File: config.mk
export PLATFORM = sky130hd
export DESIGN_NAME = servo_pwm_driver
export DESIGN_NICKNAME = d
export VERILOG_FILES = /design/src/rtl/servo_pkg.sv /design/src/rtl/servo_channel.sv /design/src/rtl/servo_pwm_driver.sv
export SDC_FILE = /design/constraint.sdc
export NUM_CORES = 1
export LEC_CHECK = 0
export ABC_AREA = 1
export ABC_CLOCK_PERIOD_IN_PS = 4700
export BUFFER_PORTS_ARGS = -buffer_cell sky130_fd_sc_hd__buf_2
export CORE_MARGIN = 2
export CORE_UTILIZATION = 45
export CTS_BUF_LIST = sky130_fd_sc_hd__clkbuf_8
export CTS_CLUSTER_DIAMETER = 150
export DETAILED_ROUTE_END_ITERATION = 8
export GPL_ROUTABILITY_DRIVEN = 0
export PLACE_DENSITY = 0.64
export REMOVE_ABC_BUFFERS = 1
export SLEW_MARGIN = 10
export SYNTH_ARGS = -nofsm -noshare
export SYNTH_HDL_FRONTEND = slang
export SYNTH_SLANG_ARGS = --single-unit
File: constraint.sdc
create_clock -name MAX10_CLK1_50 -period 4.7 [get_ports MAX10_CLK1_50]
set_input_delay 0.94 -clock MAX10_CLK1_50 [delete_from_list [all_inputs] [get_ports MAX10_CLK1_50]]
set_output_delay 0.94 -clock MAX10_CLK1_50 [all_outputs]
set_load 0.02 [all_outputs]
File: src/rtl/servo_pkg.sv
// servo_pkg: shared types, default timing constants and the width clamp helper
// for the servo PWM driver.
//   pw_t            17-bit pulse width in clocks
//   frame_state_t   frame sequencer states
//   clamp_width()   saturates an 18-bit signed width into [lo, hi]
package servo_pkg;

  localparam int PW_W = 17;
  typedef logic [PW_W-1:0] pw_t;

  localparam int DEF_FRAME_CYCLES = 1_000_000;
  localparam int DEF_PULSE_CENTER = 75_000;
  localparam int DEF_PULSE_MIN    = 50_000;
  localparam int DEF_PULSE_MAX    = 100_000;
  localparam int DEF_GAIN_SHIFT   = 2;
  localparam int DEF_STALE_FRAMES = 8;
  localparam int DEF_SLEW_STEP    = 500;

  typedef enum logic [1:0] {
    ST_LOAD  = 2'd0,
    ST_PULSE = 2'd1,
    ST_GAP   = 2'd2
  } frame_state_t;

  function automatic pw_t clamp_width(input logic signed [17:0] v,
                                      input pw_t lo, input pw_t hi);
    logic signed [17:0] lo_s;
    logic signed [17:0] hi_s;
    lo_s = signed'({1'b0, lo});
    hi_s = signed'({1'b0, hi});
    if (v < lo_s)      return lo;
    else if (v > hi_s) return hi;
    else               return pw_t'(v);
  endfunction

endpackage

File: src/rtl/servo_channel.sv
// servo_channel: one servo output. Holds the shadow angle, derives the
// clamped proportional target, updates the active width at the frame update
// point and produces the registered PWM compare.
// Build option: SLEW_LIMIT_EN limits each width update to SLEW_STEP clocks.
// Ports:
//   clk, rst_n    clock, async active-low reset
//   angle         signed angle input
//   angle_valid   load strobe for the shadow angle
//   upd           frame update point (last cycle of the frame)
//   neutral       force PULSE_CENTER as target
//   cnt_nxt       frame counter value for the next cycle
//   servo         PWM output, high while counter < width
//   width         active pulse width in clocks
module servo_channel
  import servo_pkg::*;
#(
  parameter int CNT_W        = 20,
  parameter int PULSE_CENTER = DEF_PULSE_CENTER,
  parameter int PULSE_MIN    = DEF_PULSE_MIN,
  parameter int PULSE_MAX    = DEF_PULSE_MAX,
  parameter int GAIN_SHIFT   = DEF_GAIN_SHIFT,
  parameter int SLEW_STEP    = DEF_SLEW_STEP
) (
  input  logic               clk,
  input  logic               rst_n,
  input  logic signed [15:0] angle,
  input  logic               angle_valid,
  input  logic               upd,
  input  logic               neutral,
  input  logic [CNT_W-1:0]   cnt_nxt,
  output logic               servo,
  output pw_t                width
);

  logic signed [15:0] shadow;
  logic signed [15:0] corr16;
  logic signed [17:0] corr;
  logic signed [17:0] raw;
  pw_t                target;
  pw_t                width_nxt;

  always_comb begin
    corr16 = shadow >>> GAIN_SHIFT;
    corr   = {{2{corr16[15]}}, corr16};
    raw    = signed'(18'(PULSE_CENTER)) - corr;
    target = neutral ? pw_t'(PULSE_CENTER)
                     : clamp_width(raw, pw_t'(PULSE_MIN), pw_t'(PULSE_MAX));
  end

`ifdef SLEW_LIMIT_EN
  localparam pw_t STEP = pw_t'(SLEW_STEP);

  always_comb begin
    width_nxt = width;
    if (upd) begin
      if (target > width)
        width_nxt = ((target - width) > STEP) ? width + STEP : target;
      else
        width_nxt = ((width - target) > STEP) ? width - STEP : target;
    end
  end
`else
  always_comb begin
    width_nxt = width;
    if (upd) width_nxt = target;
  end
`endif

  // Compare against next-cycle counter and width so servo lines up with cnt
  // and a new width takes effect exactly at cnt == 0.
  always_ff @(posedge clk or negedge rst_n) begin
    if (!rst_n) begin
      shadow <= '0;
      width  <= pw_t'(PULSE_CENTER);
      servo  <= 1'b0;
    end else begin
      if (angle_valid) shadow <= angle;
      width <= width_nxt;
      servo <= (32'(cnt_nxt) < 32'(width_nxt));
    end
  end

endmodule

File: src/rtl/servo_pwm_driver.sv
// servo_pwm_driver: two 50 Hz hobby-servo pulse trains (elevator from pitch,
// aileron from roll) with a proportional correction law, frame-aligned width
// updates and a neutral fallback when angles go stale or enable is low.
// Build option: SLEW_LIMIT_EN (rate-limits width changes per frame).
// Ports:
//   MAX10_CLK1_50          system clock
//   rst_n                  async active-low reset
//   pitch, roll            signed angles, sampled on angle_valid
//   angle_valid            1-cycle angle strobe
//   enable                 0 forces neutral on both channels
//   servo_elev, servo_ail  PWM outputs
//   frame_start            high while the frame counter is 0
//   width_elev, width_ail  active widths in clocks
//
// state    | meaning
// ST_LOAD  | last cycle of the frame; widths take their targets
// ST_PULSE | counter below the wider of the two active widths
// ST_GAP   | both pulses finished, waiting for the frame end
module servo_pwm_driver
  import servo_pkg::*;
#(
  parameter int FRAME_CYCLES = DEF_FRAME_CYCLES,
  parameter int PULSE_CENTER = DEF_PULSE_CENTER,
  parameter int PULSE_MIN    = DEF_PULSE_MIN,
  parameter int PULSE_MAX    = DEF_PULSE_MAX,
  parameter int GAIN_SHIFT   = DEF_GAIN_SHIFT,
  parameter int STALE_FRAMES = DEF_STALE_FRAMES,
  parameter int SLEW_STEP    = DEF_SLEW_STEP
) (
  input  logic               MAX10_CLK1_50,
  input  logic               rst_n,
  input  logic signed [15:0] pitch,
  input  logic signed [15:0] roll,
  input  logic               angle_valid,
  input  logic               enable,
  output logic               servo_elev,
  output logic               servo_ail,
  output logic               frame_start,
  output logic [16:0]        width_elev,
  output logic [16:0]        width_ail
);

  localparam int CNT_W   = $clog2(FRAME_CYCLES);
  localparam int STALE_W = (STALE_FRAMES < 2) ? 1 : $clog2(STALE_FRAMES + 1);
  localparam logic [CNT_W-1:0]   LAST      = CNT_W'(FRAME_CYCLES - 1);
  localparam logic [CNT_W-1:0]   PRE_LAST  = CNT_W'(FRAME_CYCLES - 2);
  localparam logic [STALE_W-1:0] STALE_SAT = STALE_W'(STALE_FRAMES);

  logic [CNT_W-1:0]   cnt;
  logic [CNT_W-1:0]   cnt_nxt;
  logic [STALE_W-1:0] stale;
  frame_state_t       state;
  frame_state_t       state_nxt;
  logic               upd;
  logic               neutral;
  pw_t                max_w;

  assign cnt_nxt = (cnt == LAST) ? '0 : cnt + CNT_W'(1);
  assign max_w   = (width_elev > width_ail) ? width_elev : width_ail;
  assign neutral = !enable || ((STALE_FRAMES != 0) && (stale >= STALE_SAT));

  always_ff @(posedge MAX10_CLK1_50 or negedge rst_n) begin
    if (!rst_n) begin
      cnt         <= '0;
      state       <= ST_PULSE;
      stale       <= '0;
      frame_start <= 1'b0;
    end else begin
      cnt         <= cnt_nxt;
      state       <= state_nxt;
      frame_start <= (cnt_nxt == '0);
      // A strobe always wins over the per-frame increment.
      if (angle_valid)
        stale <= '0;
      else if (upd && stale != STALE_SAT)
        stale <= stale + STALE_W'(1);
    end
  end

  // The sequencer re-locks to the counter: LOAD is entered only from the
  // cycle before the last, so an upset state recovers within one frame.
  always_comb begin
    state_nxt = state;
    upd       = 1'b0;
    case (state)
      ST_LOAD: begin
        upd       = 1'b1;
        state_nxt = ST_PULSE;
      end
      ST_PULSE: begin
        if (cnt == PRE_LAST)
          state_nxt = ST_LOAD;
        else if (32'(cnt_nxt) >= 32'(max_w))
          state_nxt = ST_GAP;
      end
      ST_GAP: begin
        if (cnt == PRE_LAST) state_nxt = ST_LOAD;
      end
      default: state_nxt = ST_LOAD;
    endcase
  end

  servo_channel #(
    .CNT_W(CNT_W), .PULSE_CENTER(PULSE_CENTER), .PULSE_MIN(PULSE_MIN),
    .PULSE_MAX(PULSE_MAX), .GAIN_SHIFT(GAIN_SHIFT), .SLEW_STEP(SLEW_STEP)
  ) u_elev (
    .clk(MAX10_CLK1_50), .rst_n(rst_n), .angle(pitch), .angle_valid(angle_valid),
    .upd(upd), .neutral(neutral), .cnt_nxt(cnt_nxt),
    .servo(servo_elev), .width(width_elev)
  );

  servo_channel #(
    .CNT_W(CNT_W), .PULSE_CENTER(PULSE_CENTER), .PULSE_MIN(PULSE_MIN),
    .PULSE_MAX(PULSE_MAX), .GAIN_SHIFT(GAIN_SHIFT), .SLEW_STEP(SLEW_STEP)
  ) u_ail (
    .clk(MAX10_CLK1_50), .rst_n(rst_n), .angle(roll), .angle_valid(angle_valid),
    .upd(upd), .neutral(neutral), .cnt_nxt(cnt_nxt),
    .servo(servo_ail), .width(width_ail)
  );

endmodule

== Word-level counts from Yosys, hierarchy flattened ==
Cells that the tools add are included.

* $lt $le $gt $ge: 9
* Eq/ne operators: 7
* Mux-type cells: 17
* Add/subtract/negate cells: 4
* Reduce and logical (&&, ||, !) cells: 7

{| class="wikitable"
|+ Operators with widths
! cell !! count
|-
| $mux 17 || 9
|-
| $eq 20x20->1 const B || 2
|-
| $lt 20x17->1 || 2
|-
| $gt 18x18->1 const B || 2
|-
| $lt 18x17->1 const B || 2
|-
| $sub 18x14->18 const A || 2
|-
| $add 20x1->20 const B || 1
|-
| $ge 20x17->1 || 1
|-
| $logic_not 20->1 || 1
|-
| $mux 20 || 1
|-
| $gt 17x17->1 || 1
|-
| $mux 4 || 2
|-
| $mux 2 || 3
|-
| $pmux 2 s3 || 1
|-
| $add 4x1->4 const B || 1
|-
| $ge 4x4->1 const B || 1
|-
| $ne 4x4->1 const B || 1
|-
| $ne 3x3->1 const B || 1
|-
| $eq 2x1->1 const B || 1
|-
| $eq 2x2->1 const B || 1
|-
| $logic_not 2->1 || 1
|-
| $ne 2x2->1 const B || 1
|-
| $reduce_and 2->1 || 1
|-
| $reduce_bool 2->1 || 1
|-
| other kinds (4) || 4
|}

* Flip-flop bits (word level): 95
* Input bits: 36
* Word-level logic and storage cells: 54
* Output and inout bits: 37

== Depth between registers and ports, before layout ==
Gate-level depths: netlist (run 1).

* Depth in word-level cells: 7
* Gate-level depth with buffers: 29
* Depth with buffers taken out: 28

== By module ==
A second synthesis (run 1) with hierarchy kept.

* Cell total of the unflattened synthesis: 912
* Area total of the unflattened synthesis: 6673.9 um^2

{| class="wikitable"
|+ By module, submodules not included
! module !! area an instance (um^2) !! instances !! cells an instance !! sequential area each (um^2)
|-
| servo_channel || 2013.2 || 2 || 261 || 810.8
|-
| servo_pwm_driver || 2647.5 || 1 || 390 || 676.9
|}

== Least setup slack after synthesis (run 1) ==
Ideal clock, no wire load.

* Path kind: register -> register
* From: register u_ail.width[4]
* To: register state[1]
* Setup slack: 1653 ps
* Data required time: 4584 ps
* Clock period less this slack: 3047 ps
* Arrival time: 2930 ps
* Path buffers: 1
* Setup time: 116 ps
* Stages on the path, launching flop included: 28
* Path through: dfstp_2 > inv_1 > ha_1 > a21o_1 > o21ai_0 > o211ai_1 > nand2_1 > o211ai_2 > nand2_1 > clkbuf_1 > o21ai_0 > ha_1 > inv_1 > nand2_1 > nand2_1 > nand2_1 > nand2_1 > nand2_1 > nand2_1 > nand2_1 > nand2_1 > nand2_1 > nand2_1 > nand2_1 > nand2_1 > nand3_1 > nand2_1 > nand2_1

* Longest elaborated chain between the ends: 5

{| class="wikitable"
|+ Ends and longest elaborated chain
! what !! line !! RTL
|-
| from (decl) || servo_channel.sv:32 || <nowiki>output pw_t width</nowiki>
|-
| from (signal assigned) || servo_channel.sv:74 || <nowiki>width <= pw_t'(PULSE_CENTER);</nowiki>
|-
| from (signal assigned) || servo_channel.sv:78 || <nowiki>width <= width_nxt;</nowiki>
|-
| $gt 17x17->1 || servo_pwm_driver.sv:59 || <nowiki>assign max_w = (width_elev > width_ail) ? width_elev : width_ail;</nowiki>
|-
| $mux 17 (*) || servo_pwm_driver.sv:59 ||
|-
| $ge 20x17->1 (*) || servo_pwm_driver.sv:93 || <nowiki>else if (32'(cnt_nxt) >= 32'(max_w))</nowiki>
|-
| $ne 3x3->1 (no source line) (*) || - ||
|-
| $reduce_and 2->1 (no source line) (*) || - ||
|-
| to (signal assigned) || servo_pwm_driver.sv:70 || <nowiki>state <= state_nxt;</nowiki>
|-
| to (decl) || servo_pwm_driver.sv:52 || <nowiki>frame_state_t state;</nowiki>
|}

Every way passes the cells marked *; elsewhere a longest branch is shown, timed or not.
A chain may end at the register's enable or synchronous reset.

== Final worst setup path (run 1) ==
* From: register u_ail.width[16]
* To: register state[1]

Same word-level chain as after synthesis.

==> metrics.md, run 1 <==
| Metric | Value |
|---|---|
| # hold bufs at CTS | 0 |
| Wire length per cell | between 10 and 15 um |
| Post-synth EDFFs | 0 |
| Worst-path clk slew | 0.09 ns |
| Most common cell after layout, fill and taps aside | nand2_1 |
| Most frequent cells in the layout | nand2_1, inv_1, dfrtp_1 |
| Setup WS pre-CTS | 1.00 ns |
| Fin crit period | 3.73 ns |
| Peak supply drop | 0.279 mV |
| Post-layout util | approximately half |
| Area share of the largest cell type after synthesis | 29.6% |
| Largest area contributor in the synthesized netlist | dfrtp_1 |
| Worst path cell trace | inv_1, ha_1, nand4_1, nor2_1, nand3_1, o211ai_2, nand2_1, buf_4, o21ai_0, ha_1, nand2_1, inv_1, nand3_1, inv_1, a21oi_1, nand2_1, nand2_1, nand2_1, nand2_1, nand3_1, nand2_1, nand2_1 |
| Number of port buffers | 68 |
| Vias in the first global route | 5132 |
| First-pass GRT wire length | 24900 um |
| Distinct cells, synth | 43 |
| Ys flop type | dfrtp_1 |
| Die X | roughly 120 um |
| Final layout net count | between 1000 and 1500 |
| Routed Antenna Nets | 0 |
| Lkg Pwr | approximately 3.8 nW |
| Routed wire length | 14900 um |
| Critical path's slowest cell | dfstp_2 |
| Root Driver | clkbuf_8 |
| CTS Buffer Depth | 2 |
| Top delay family on crit path | simple AND/OR/NAND/NOR gates |
| WP buf/inv | 4 |
| Detailed Route Iter0 Violations | ~310 |
| PnR worst setup slack | a little under 1 ns |
| CP max FO | 22 |
| YS warnings | 0 |
| Cts repair resizes | 0 |
| H-tree lvl count | 3 |
| WP data arrival | 4.00 ns |
| RSZ-0062 raised after global routing | no |
| Setup TNS | 0 ns |
| Area Overhead vs Synth | 11.7% |
| Critical Path Sink Type | register |
| CP peak stage delay | 0.55 ns |
| Setup Fix Bufs, Post-CTS | 0 |
| Syn Inst Count | 836 |
| Synth Area per Inst | 7.49 um2 |
| Worst Clk Skew | 0.00968 ns |
| Data required time of the critical path | 4.97 ns |
| Max cap viols | 0 |
| Core ar. | 0.0137 mm2 |
| Gr ovfl total | 0 |
| Seq/Total Area, Yosys | 36.7% |
| Detailed Place HPWL | 11900 um |
| ANT cells | 0 |
| Worst setup path category | register to register |
| Worst min path class | register to register |
| Met1 Use GR | 29.3% |
| Ys async rst share | 100% |
| Clock tree from TritonCTS | done |
| Post-DR vias/cell | 4.97 |
| Status | finished, final reports clean |
| Ports | 73 |
| Worst rel slew slack | 47.9% |
| Total CTS buffers | 9 |
| DIE AREA | 0.0149 mm2 |
| Final Setup Violations | 0 |
| Vias | between 5000 and 6000 |
| FP Rows | 43 |
| Clock Sinks | 91 |
| Die Ht | 122 um |
| GR Util met3 | 4.45% |
| Pwr dens | 481 mW/mm2 |
| Pwr Total | 3.37 mW |
| Clk_lat worst skew | approximately 0.38 ns |
| Post-Syn Area | 0.00626 mm2 |
| GR Util met2 | 35.8% |
| Area contributors post-synth | dfrtp_1, ha_1, nand2_1 |
| Cell mode on critical path | nand2_1 |
| Number of fill cells | 1367 |
| Yosys reg bits | 91 |
| Fraction of layout cells with a size suffix above 1 | 14.6% |
| Pin count of the biggest net entering global routing | 60 |
| Remaining DRCs | 0 |
| GRT Max-Usage Layer | met2 |
| Initial Utilization | 45.6% |
| Drt pass-1 iters | 5 |
| Initial antenna violation count | 0 |
| Fmax | 268 MHz |
| Hold Fails Final Rpt | 0 |
| CP startpoint kind | register |
| Worst Tran Pin Value | 0.781 ns |
| Pins Over Slew Limit | 0 |
| Final period utilization | between 70 and 80% |
| Total GRT Usage | between 20% and 30% |
-- metrics by stage --
step	area, um2	std cells	hold slack [ns]
after CTS	6990	1087	0.554
final	6990	1087	0.553
after global placement	6780	1071	0.527
after global routing	6990	1087	0.599
after floorplan	6190	820	0.497
after detailed placement	6780	1071	0.532
-- worst min-delay path: stages, from the launching register on --
cell and delay [ns]:
dfrtp_1 0.33, inv_1 0.06, o21ai_0 0.13
-- Yosys cell counts (2+ instances only) --
| master | count |
|---|---|
| o21a_1 | 6 |
| dfrtp_1 | 74 |
| nor3b_1 | 2 |
| a22oi_1 | 3 |
| a21oi_1 | 39 |
| nand2_2 | 6 |
| xor2_1 | 4 |
| a31oi_1 | 5 |
| nand3_2 | 4 |
| xnor2_1 | 2 |
| a21o_1 | 3 |
| o221ai_1 | 2 |
| nor2_1 | 67 |
| nor2_4 | 3 |
| nor2_2 | 5 |
| inv_2 | 3 |
| nor3_1 | 13 |
| or2_2 | 3 |
| nand2_1 | 182 |
| inv_1 | 148 |
| buf_2 | 5 |
| o31ai_1 | 2 |
| dfstp_2 | 17 |
| nand3_1 | 56 |
| nand4_1 | 8 |
| nor4_1 | 2 |
| o21ai_0 | 70 |
| a32oi_1 | 2 |
| o21ai_1 | 5 |
| clkbuf_1 | 9 |
| ha_1 | 72 |
| o22ai_1 | 3 |
-- metal layers --
| layer | vias to the layer above | share of wire, % | wire (um) |
|---|---|---|---|
| met4 | 0 | 1.8 | 262 |
| met1 | 2439 | 48 | 7150 |
| met2 | 98 | 47 | 6970 |
| met5 | - | 0 | 0 |
| li1 | 2850 | - | - |
| met3 | 18 | 3.6 | 543 |
-- flip-flops by register name, indices dropped and copies added (netlist names) --
signal,count
cnt,20
frame_start,1
stale,4
state,2
u_ail.servo,1
u_ail.shadow,14
u_ail.width,17
u_elev.servo,1
u_elev.shadow,14
u_elev.width,17
-- report_power, final --
group | internal, mW | leakage, nW | switching [mW]
registers | 0.962 | 1.12 | 0.130
clock network | 0.278 | 0.112 | 0.298
logic | 0.585 | 2.57 | 1.11
total | 1.83 | 3.81 | 1.54
-- cells by family (layout without fill, tap and decap cells) --
group | Yosys count | count (layout) | synth area share, %
simple gates | 355 | 355 | 25.0
buf+inv | 167 | 238 | 10.2
compound gates | 145 | 145 | 12.9
flops | 91 | 91 | 36.7
fa+ha+maj | 72 | 72 | 14.4
xor+xnor | 6 | 6 | 0.840
-- final timing paths --
kind | startpoint | endpoint | slack (ns) | cells past startpoint
worst min-delay path | u_ail.shadow[15] | u_ail.shadow[15] | 0.55 | 2
worst max-delay path | u_ail.width[16] | state[1] | 0.97 | 22
min in group asynchronous | rst_n | frame_start | 0.60 | 1
worst max register to register | u_ail.width[16] | state[1] | 0.97 | 22
max in group asynchronous | rst_n | u_ail.width[13] | 3.19 | 2
worst min register to register | u_ail.shadow[15] | u_ail.shadow[15] | 0.55 | 2
-- final cells by class --
type | instances | area (um2) | area share (%)
Clock buffer | 11 | 151 | 2.16
Multi-Input combinational cell | 578 | 3330 | 47.6
Tap cell | 180 | 225 | 3.22
Clock inverter | 5 | 60.1 | 0.859
Timing Repair Buffer | 71 | 365 | 5.22
Inverter | 151 | 567 | 8.11
Sequential cell | 91 | 2300 | 32.9
Power figures use the tool's default switching activity.
==> inputs of run 2 (changes only) <==
Settings changed: ABC_CLOCK_PERIOD_IN_PS 4700 to 3400, PLACE_DENSITY 0.64 to 0.67.
Clock period 4.7 ns to 3.4 ns, I/O delays scaled along.
==> run 2 against run 1 <==
Worst setup slack got worse by 0.79 ns. Power increased by 46%. Worst hold slack got worse by 0.20 ns. Global-route usage decreased by 0.17 points. Sequential cell count unchanged. Clock-buffer cell count unchanged. Critical path depth increased by 1. Clock power increased by 22%.
==> metrics.md, run 2 (same netlist as run 1, synthesis figures left out) <==
| Metric | Value |
|---|---|
| Worst setup path category | register to register (unchanged) |
| Fmax | 311 MHz (was 268 MHz) |
| Post-DP Area | 0.00686 mm2 (was 0.00678 mm2) |
| Final instance area | 0.00713 mm2 (was 0.00699 mm2) |
| Most common cell after layout, fill and taps aside | nand2_1 (unchanged) |
| Wire length per cell | 13.9 um (was 13.7 um) |
| Register area | 0.00230 mm2 (unchanged) |
| Initial antenna violation count | 0 (unchanged) |
| Critical Path Sink Type | register (unchanged) |
| Lkg Pwr | 3.87 nW (was 3.81 nW) |
| Area Overhead vs Synth | 14.0% (was 11.7%) |
| WP data arrival | 3.48 ns (was 4.00 ns) |
| Worst-path clk slew | 0.10 ns (was 0.09 ns) |
| Detailed Place HPWL | 11900 um (about the same) |
| ANT cells | 0 (unchanged) |
| Die X | 122 um (unchanged) |
| Worst min path class | primary input to asynchronous set/reset pin (was register to register) |
| CP max FO | 16 (was 22) |
| Setup TNS | 0 ns (unchanged) |
| Final layout net count | 1021 (was 1010) |
| Pins Over Slew Limit | 0 (unchanged) |
| Total CTS buffers | 9 (unchanged) |
| Hold_ws | 0.352 ns (was 0.553 ns) |
| Pwr Total | 4.90 mW (was 3.37 mW) |
| Largest register FFs | 20 (unchanged) |
| Top Registers | cnt (20), u_ail.width (17), u_elev.width (17) (unchanged) |
| Worst Tran Pin Value | 0.722 ns (was 0.781 ns) |
| Routed wire length | 15300 um (was 14900 um) |
| Post-layout util | 52.0% (was 51.0%) |
| Core ar. | 0.0137 mm2 (unchanged) |
| DIE AREA | 0.0149 mm2 (unchanged) |
| Max cap viols | 0 (unchanged) |
| Vias in the first global route | 5122 (was 5132) |
| CTS Buffer Depth | 2 (unchanged) |
| Drt pass-1 iters | 4 (was 5) |
| PnR worst setup slack | 0.189 ns (was 0.975 ns) |
| Worst rel slew slack | 51.9% (was 47.9%) |
| Fin crit period | 3.21 ns (was 3.73 ns) |
| Vias | 5474 (was 5405) |
| Peak supply drop | 0.382 mV (was 0.279 mV) |
| Final period utilization | 94.4% (was 79.3%) |
| Initial Utilization | 45.6% (unchanged) |
| CP startpoint kind | register (unchanged) |
| Routed Antenna Nets | 0 (unchanged) |
| Post-DR vias/cell | 4.99 (was 4.97) |
| Ports | 73 (unchanged) |
| Clock Sinks | 91 (unchanged) |
| Number of port buffers | 68 (unchanged) |
| Detailed Route Iter0 Violations | 267 (was 311) |
| Pin count of the biggest net entering global routing | 55 (was 60) |
| Clk_lat worst skew | 0.38 ns (about the same) |
| Fraction of layout cells with a size suffix above 1 | 16.8% (was 14.6%) |
| Pwr dens | 687 mW/mm2 (was 481 mW/mm2) |
| Clock tree from TritonCTS | done (unchanged) |
| Total GRT Usage | 21.5% (was 21.7%) |
| Status | finished, final reports clean (unchanged) |
| Remaining DRCs | 0 (unchanged) |
| Setup WS pre-CTS | 0.0620 ns (was 1.00 ns) |
| Root Driver | clkbuf_8 (unchanged) |
| Data required time of the critical path | 3.67 ns (was 4.97 ns) |
| Final Setup Violations | 0 (unchanged) |
| Register with the most flip-flops | cnt (unchanged) |
| H-tree lvl count | 3 (unchanged) |
| Most frequent cells in the layout | nand2_1, inv_1, dfrtp_1 (unchanged) |
| Gr ovfl total | 0 (unchanged) |
| Number of fill cells | 1377 (was 1367) |
| # hold bufs at CTS | 0 (unchanged) |
| Placed cells | 1078 (was 1071) |
| First-pass GRT wire length | 24800 um (was 24900 um) |
| Final cell count without fillers | 1098 (was 1087) |
| FP Rows | 43 (unchanged) |
| Hold Fails Final Rpt | 0 (unchanged) |
| Die Ht | 122 um (unchanged) |
| Area of the multi-input gates | 0.00337 mm2 (was 0.00333 mm2) |
| Worst Clk Skew | 0.0126 ns (was 0.00968 ns) |
==> run 2: cell type report <==
cell class,count,share of cell area [%]
multi-input cells,578,47.2
flip-flops and latches,91,32.2
inverters,151,7.94
repair buffers,82,6.87
well taps,180,3.16
clock buffers,11,2.12
clock inverters,5,0.456
==> run 2: power breakdown <==
group / switching (mW) / total [mW] / internal (mW)
logic: 1.63 / 2.68 / 1.05
registers: 0.182 / 1.51 / 1.33
clock network: 0.402 / 0.705 / 0.304
total: 2.22 / 4.90 / 2.68
==> run 2: path summary, 6_finish.rpt <==
check	cells past startpoint	start	slack (ns)	to
setup / recovery	23	u_ail.width[13]	0.19	state[1]
hold / removal	1	rst_n	0.35	u_elev.shadow[2]
setup reg to reg	23	u_ail.width[13]	0.19	state[1]
hold reg to reg	2	u_elev.shadow[9]	0.55	u_elev.shadow[9]
max in group asynchronous	2	rst_n	2.32	u_ail.width[10]
min in group MAX10_CLK1_50	3	pitch[15]	0.50	u_elev.shadow[15]
==> run 2: repair_timing <==
item | CTS | global route
gates resized for setup | 0 | 14
setup endpoints to repair | 0 | 2
setup buffers | 0 | 3
==> run 2: metal layers <==
metal | global-route usage (%) | up-vias | routed length [um]
met4 | 8.05 | 0 | 345
met5 | 0 | - | 0
met1 | 29.5 | 2476 | 7280
met2 | 35.0 | 97 | 7160
met3 | 2.62 | 29 | 481
li1 | - | 2872 | -
==> run 2: critical path, stage by stage (launching register included) <==
cell and delay, ns:
dfstp_2 0.58, inv_2 0.05, ha_1 0.26, nand4_1 0.18
nor2_2 0.22, nand3_2 0.09, o211ai_2 0.20, nand2_2 0.12
buf_12 0.16, nand2_1 0.05, o21ai_0 0.08, ha_1 0.31
nand2_2 0.08, inv_1 0.04, nand3_1 0.08, inv_1 0.05
a21oi_1 0.13, nand2_1 0.07, nand2_1 0.05, nand2_1 0.05
nand2_1 0.07, nand3_2 0.07, nand2_1 0.07, nand2_1 0.05
==> inputs of run 3 (changes only) <==
Settings changed: ABC_AREA 1 to 0, PLACE_DENSITY 0.67 to 0.66, SKIP_LAST_GASP set to 1.
==> run 3 against run 2 <==
The flow now finishes with violations (setup timing). Clock-buffer cell count is the same. Fmax fell by 9.7%. Clock skew fell by 0.0047 ns.
==> metrics.md, run 3 <==
| Metric | Value |
|---|---|
| Status | finished with violations (was finished, final reports clean) |
| Failing checks | setup timing |
| DIE AREA | 0.0157 mm2 (was 0.0149 mm2) |
| Peak supply drop | 0.290 mV (was 0.382 mV) |
| Pin count of the biggest net entering global routing | 54 (was 55) |
| Routed wire length | 19500 um (was 15300 um) |
| Synth Area per Inst | 9.06 um2 (was 7.49 um2) |
| Distinct cells, synth | 64 (was 43) |
| Post-DR vias/cell | 5.80 (was 4.99) |
| Clock power share | 23.1% (was 14.4%) |
| # hold bufs at CTS | 0 (unchanged) |
| FP Rows | 44 (was 43) |
| Post-Synth XOR/XNOR Area | 5.56% (was 0.840%) |
| CP max FO | 5 (was 16) |
| Fraction of layout cells with a size suffix above 1 | 32.9% (was 16.8%) |
| Mux share of post-synthesis cell area | 3.88% (was 0%) |
| Adder-cell share of the synthesized area | 13.6% (was 14.4%) |
| Post-synthesis simple-gate area fraction | 18.6% (was 25.0%) |
| Gr ovfl total | 0 (unchanged) |
| Worst Tran Pin Value | 0.698 ns (was 0.722 ns) |
| Commonest cells post-synth | nand2_1, dfrtp_1, ha_1 (was nand2_1, inv_1, dfrtp_1) |
| Detailed Route Iter0 Violations | 582 (was 267) |
| Critical Path Sink Type | register (unchanged) |
| Initial antenna violation count | 0 (unchanged) |
| Register with the most flip-flops | cnt (unchanged) |
| Register area | 0.00230 mm2 (unchanged) |
| Clk_lat worst skew | 0.38 ns (about the same) |
| Most common cell after layout, fill and taps aside | buf_4 (was nand2_1) |
| Placed cells | 1049 (was 1078) |
| CTS Buffer Depth | 2 (unchanged) |
| Critical path's slowest cell | dfstp_2 (unchanged) |
| Yosys reg bits | 91 (unchanged) |
| Ys async rst share | 100% (unchanged) |
| ANT cells | 0 (unchanged) |
| H-tree lvl count | 3 (unchanged) |
| Worst Clk Skew | 0.00787 ns (was 0.0126 ns) |
| Total CTS buffers | 9 (unchanged) |
| CP peak stage delay | 0.56 ns (was 0.58 ns) |
| Lkg Pwr | 4.07 nW (was 3.87 nW) |
| Synth Area in Compound Gates | 18.0% (was 12.9%) |
| Vias | 6215 (was 5474) |
| First-pass GRT wire length | 31400 um (was 24800 um) |
| Post-Syn Area | 0.00662 mm2 (was 0.00626 mm2) |
| RR Endpoint | state[1] (unchanged) |
| Seq/Total Area, Yosys | 34.7% (was 36.7%) |
| Core ar. | 0.0144 mm2 (was 0.0137 mm2) |
| Hold Fails Final Rpt | 0 (unchanged) |
| Most common cell in the netlist | nand2_1 (unchanged) |
| Clock tree from TritonCTS | done (unchanged) |
| Fmax | 281 MHz (was 311 MHz) |
| Sequential fraction of design power | 36.1% (was 30.8%) |
| Worst rel slew slack | 53.5% (was 51.9%) |
| Top Registers | cnt (20), u_ail.width (17), u_elev.width (17) (unchanged) |
| Die Ht | 125 um (was 122 um) |
| Total GRT Usage | 24.8% (was 21.5%) |
| Int Pwr | 2.15 mW (was 2.68 mW) |
| Worst setup path category | register to register (unchanged) |
| Area of the multi-input gates | 0.00428 mm2 (was 0.00337 mm2) |
| Most frequent cells in the layout | buf_4, nand2_1, dfrtp_1 (was nand2_1, inv_1, dfrtp_1) |
| Post-layout util | 58.4% (was 52.0%) |
| CP startpoint kind | register (unchanged) |
| Detailed Place HPWL | 15200 um (was 11900 um) |
| Final cell count without fillers | 1071 (was 1098) |
| WP data arrival | 3.82 ns (was 3.48 ns) |
| Wire length per cell | 18.2 um (was 13.9 um) |
| Die X | 125 um (was 122 um) |
| Root Driver | clkbuf_8 (unchanged) |
| Largest area contributor in the synthesized netlist | dfrtp_1 (unchanged) |
| Area contributors post-synth | dfrtp_1, ha_1, dfstp_2 (was dfrtp_1, ha_1, nand2_1) |
| Area Overhead vs Synth | 27.2% (was 14.0%) |
| Worst path cell trace | inv_2, ha_4, nand4_1, nor4_2, buf_4, nand2_4, nand2_2, o221ai_1, a311oi_1, ha_1, a211oi_2, o21ai_1, a2111oi_2, nand4_1, o2111a_1 (was inv_2, ha_1, nand4_1, nor2_2, nand3_2, o211ai_2, nand2_2, buf_12, nand2_1, o21ai_0, ha_1, nand2_2, inv_1, nand3_1, inv_1, a21oi_1, nand2_1, nand2_1, nand2_1, nand2_1, nand3_2, nand2_1, nand2_1) |
| Data required time of the critical path | 3.67 ns (about the same) |
| Drt pass-1 iters | 5 (was 4) |
| Post-synth EDFFs | 0 (unchanged) |
| PnR worst setup slack | -0.156 ns (was 0.189 ns) |
| Main combinational cell family by area after synthesis | simple AND/OR/NAND/NOR gates (unchanged) |
| Ports | 73 (unchanged) |
| Pwr Total | 3.37 mW (was 4.90 mW) |
| Clock Sinks | 91 (unchanged) |
| Max cap viols | 0 (unchanged) |
| R2r startpoint | u_ail.width[16] (was u_ail.width[13]) |
| Worst Reg-to-Reg Cells | 15 (was 23) |
| Remaining DRCs | 0 (unchanged) |
| Vias in the first global route | 6273 (was 5122) |
| Final layout net count | 990 (was 1021) |
| Pwr dens | 400 mW/mm2 (was 687 mW/mm2) |
| Net Switching | 1.21 mW (was 2.22 mW) |
| Worst-path clk slew | 0.09 ns (was 0.10 ns) |
| Syn Inst Count | 730 (was 836) |
| Final Setup Violations | 2 (was 0) |
| YS warnings | 0 (unchanged) |
| Cell mode on critical path | nand4_1 (was nand2_1) |
| Routed Antenna Nets | 0 (unchanged) |
| Setup TNS | -0.253 ns (was 0 ns) |
| Largest register FFs | 20 (unchanged) |
| Combinational power share | 40.8% (was 54.8%) |
| Number of fill cells | 1275 (was 1377) |
| Flop-to-flop setup slack | -0.16 ns (was 0.19 ns) |
| Area share of the largest cell type after synthesis | 28.0% (was 29.6%) |
| RSZ-0062 raised after global routing | yes |
| Final period utilization | 105% (was 94.4%) |
| Worst min path class | primary input to asynchronous set/reset pin (unchanged) |
| Initial Utilization | 45.9% (was 45.6%) |
| Ys flop type | dfrtp_1 (unchanged) |
| Pins Over Slew Limit | 0 (unchanged) |
| Sw Ratio | 36.0% (was 45.3%) |
| Number of port buffers | 68 (unchanged) |
| Fin crit period | 3.56 ns (was 3.21 ns) |
run 3: how the worst max path moves through the flow:
| stage | startpoint | end | slack (ns) |
|---|---|---|---|
| floorplan | u_ail.width[13] | state[1] | -1.43 |
| global placement | u_ail.width[6] | state[1] | -0.34 |
| detailed placement | u_ail.width[6] | state[1] | -0.36 |
| CTS | u_ail.width[6] | state[1] | -0.04 |
| global route | u_ail.width[16] | state[1] | -0.29 |
| finish | u_ail.width[16] | state[1] | -0.16 |
run 3: what timing repair did:
item | in CTS | in global routing
pin swaps | 33 | 32
hold endpoints to repair | 0 | 0
resized for setup | 45 | 31
buffers inserted | 2 | 4
endpoints found under the setup margin | 2 | 3
run 3: logic make-up (layout without fill, tap and decap cells):
kind of cell,Yosys count,count (layout)
AOI/OAI and AO/OA,166,166
xor gates and xnor gates,42,42
adders and majority gates,72,72
buffers and inverters,94,251
DFF,91,91
muxes,23,23
and+or+nand+nor,242,242
run 3: layer usage:
metal  global-route usage (%)  up-vias  part of all wire (%)  wire length, um
met5                        0        -                     0                0
met4                     9.54        0                   3.6              697
met3                     3.98       53                   5.5             1070
met2                     42.6      220                    49             9510
met1                     31.5     2967                    42             8230
li1                         -     2975                     -                -
run 3: critical path: cells and delay by family (launching register included):
family,cells,cell delay (ns)
compound gates,6,1.21
simple gates,5,0.86
fa+ha+maj,2,0.58
flops,1,0.56
buf+inv,2,0.23
run 3: layout make-up:
type / count / share of cell area (%)
timing repair buffer: 174 / 13.9
tap: 184 / 2.73
clock inverter: 5 / 0.713
clock buffer: 11 / 1.80
inverter: 61 / 2.72
sequential: 91 / 27.3
multi-input combinational: 545 / 50.9
run 3: power by group through the flow:
stage          Sequential (mW)  Combinational [mW]  Clock, mW
4_1_cts                   1.21                1.24      0.799
5_1_grt                   1.22                1.48      0.845
6_report                  1.21                1.38      0.778
3_3_place_gp              1.23                1.11          0
3_5_place_dp              1.23                1.14          0
2_1_floorplan             1.28               0.593          0
run 3: metrics by stage:
stage,area (um2),setup WS (ns),hold slack (ns)
CTS,8230,-0.0360,0.292
global placement,7820,-0.344,0.502
floorplan,6470,-1.43,0.384
detailed placement,7820,-0.364,0.499
finish,8420,-0.156,0.286
global route,8420,-0.289,0.314
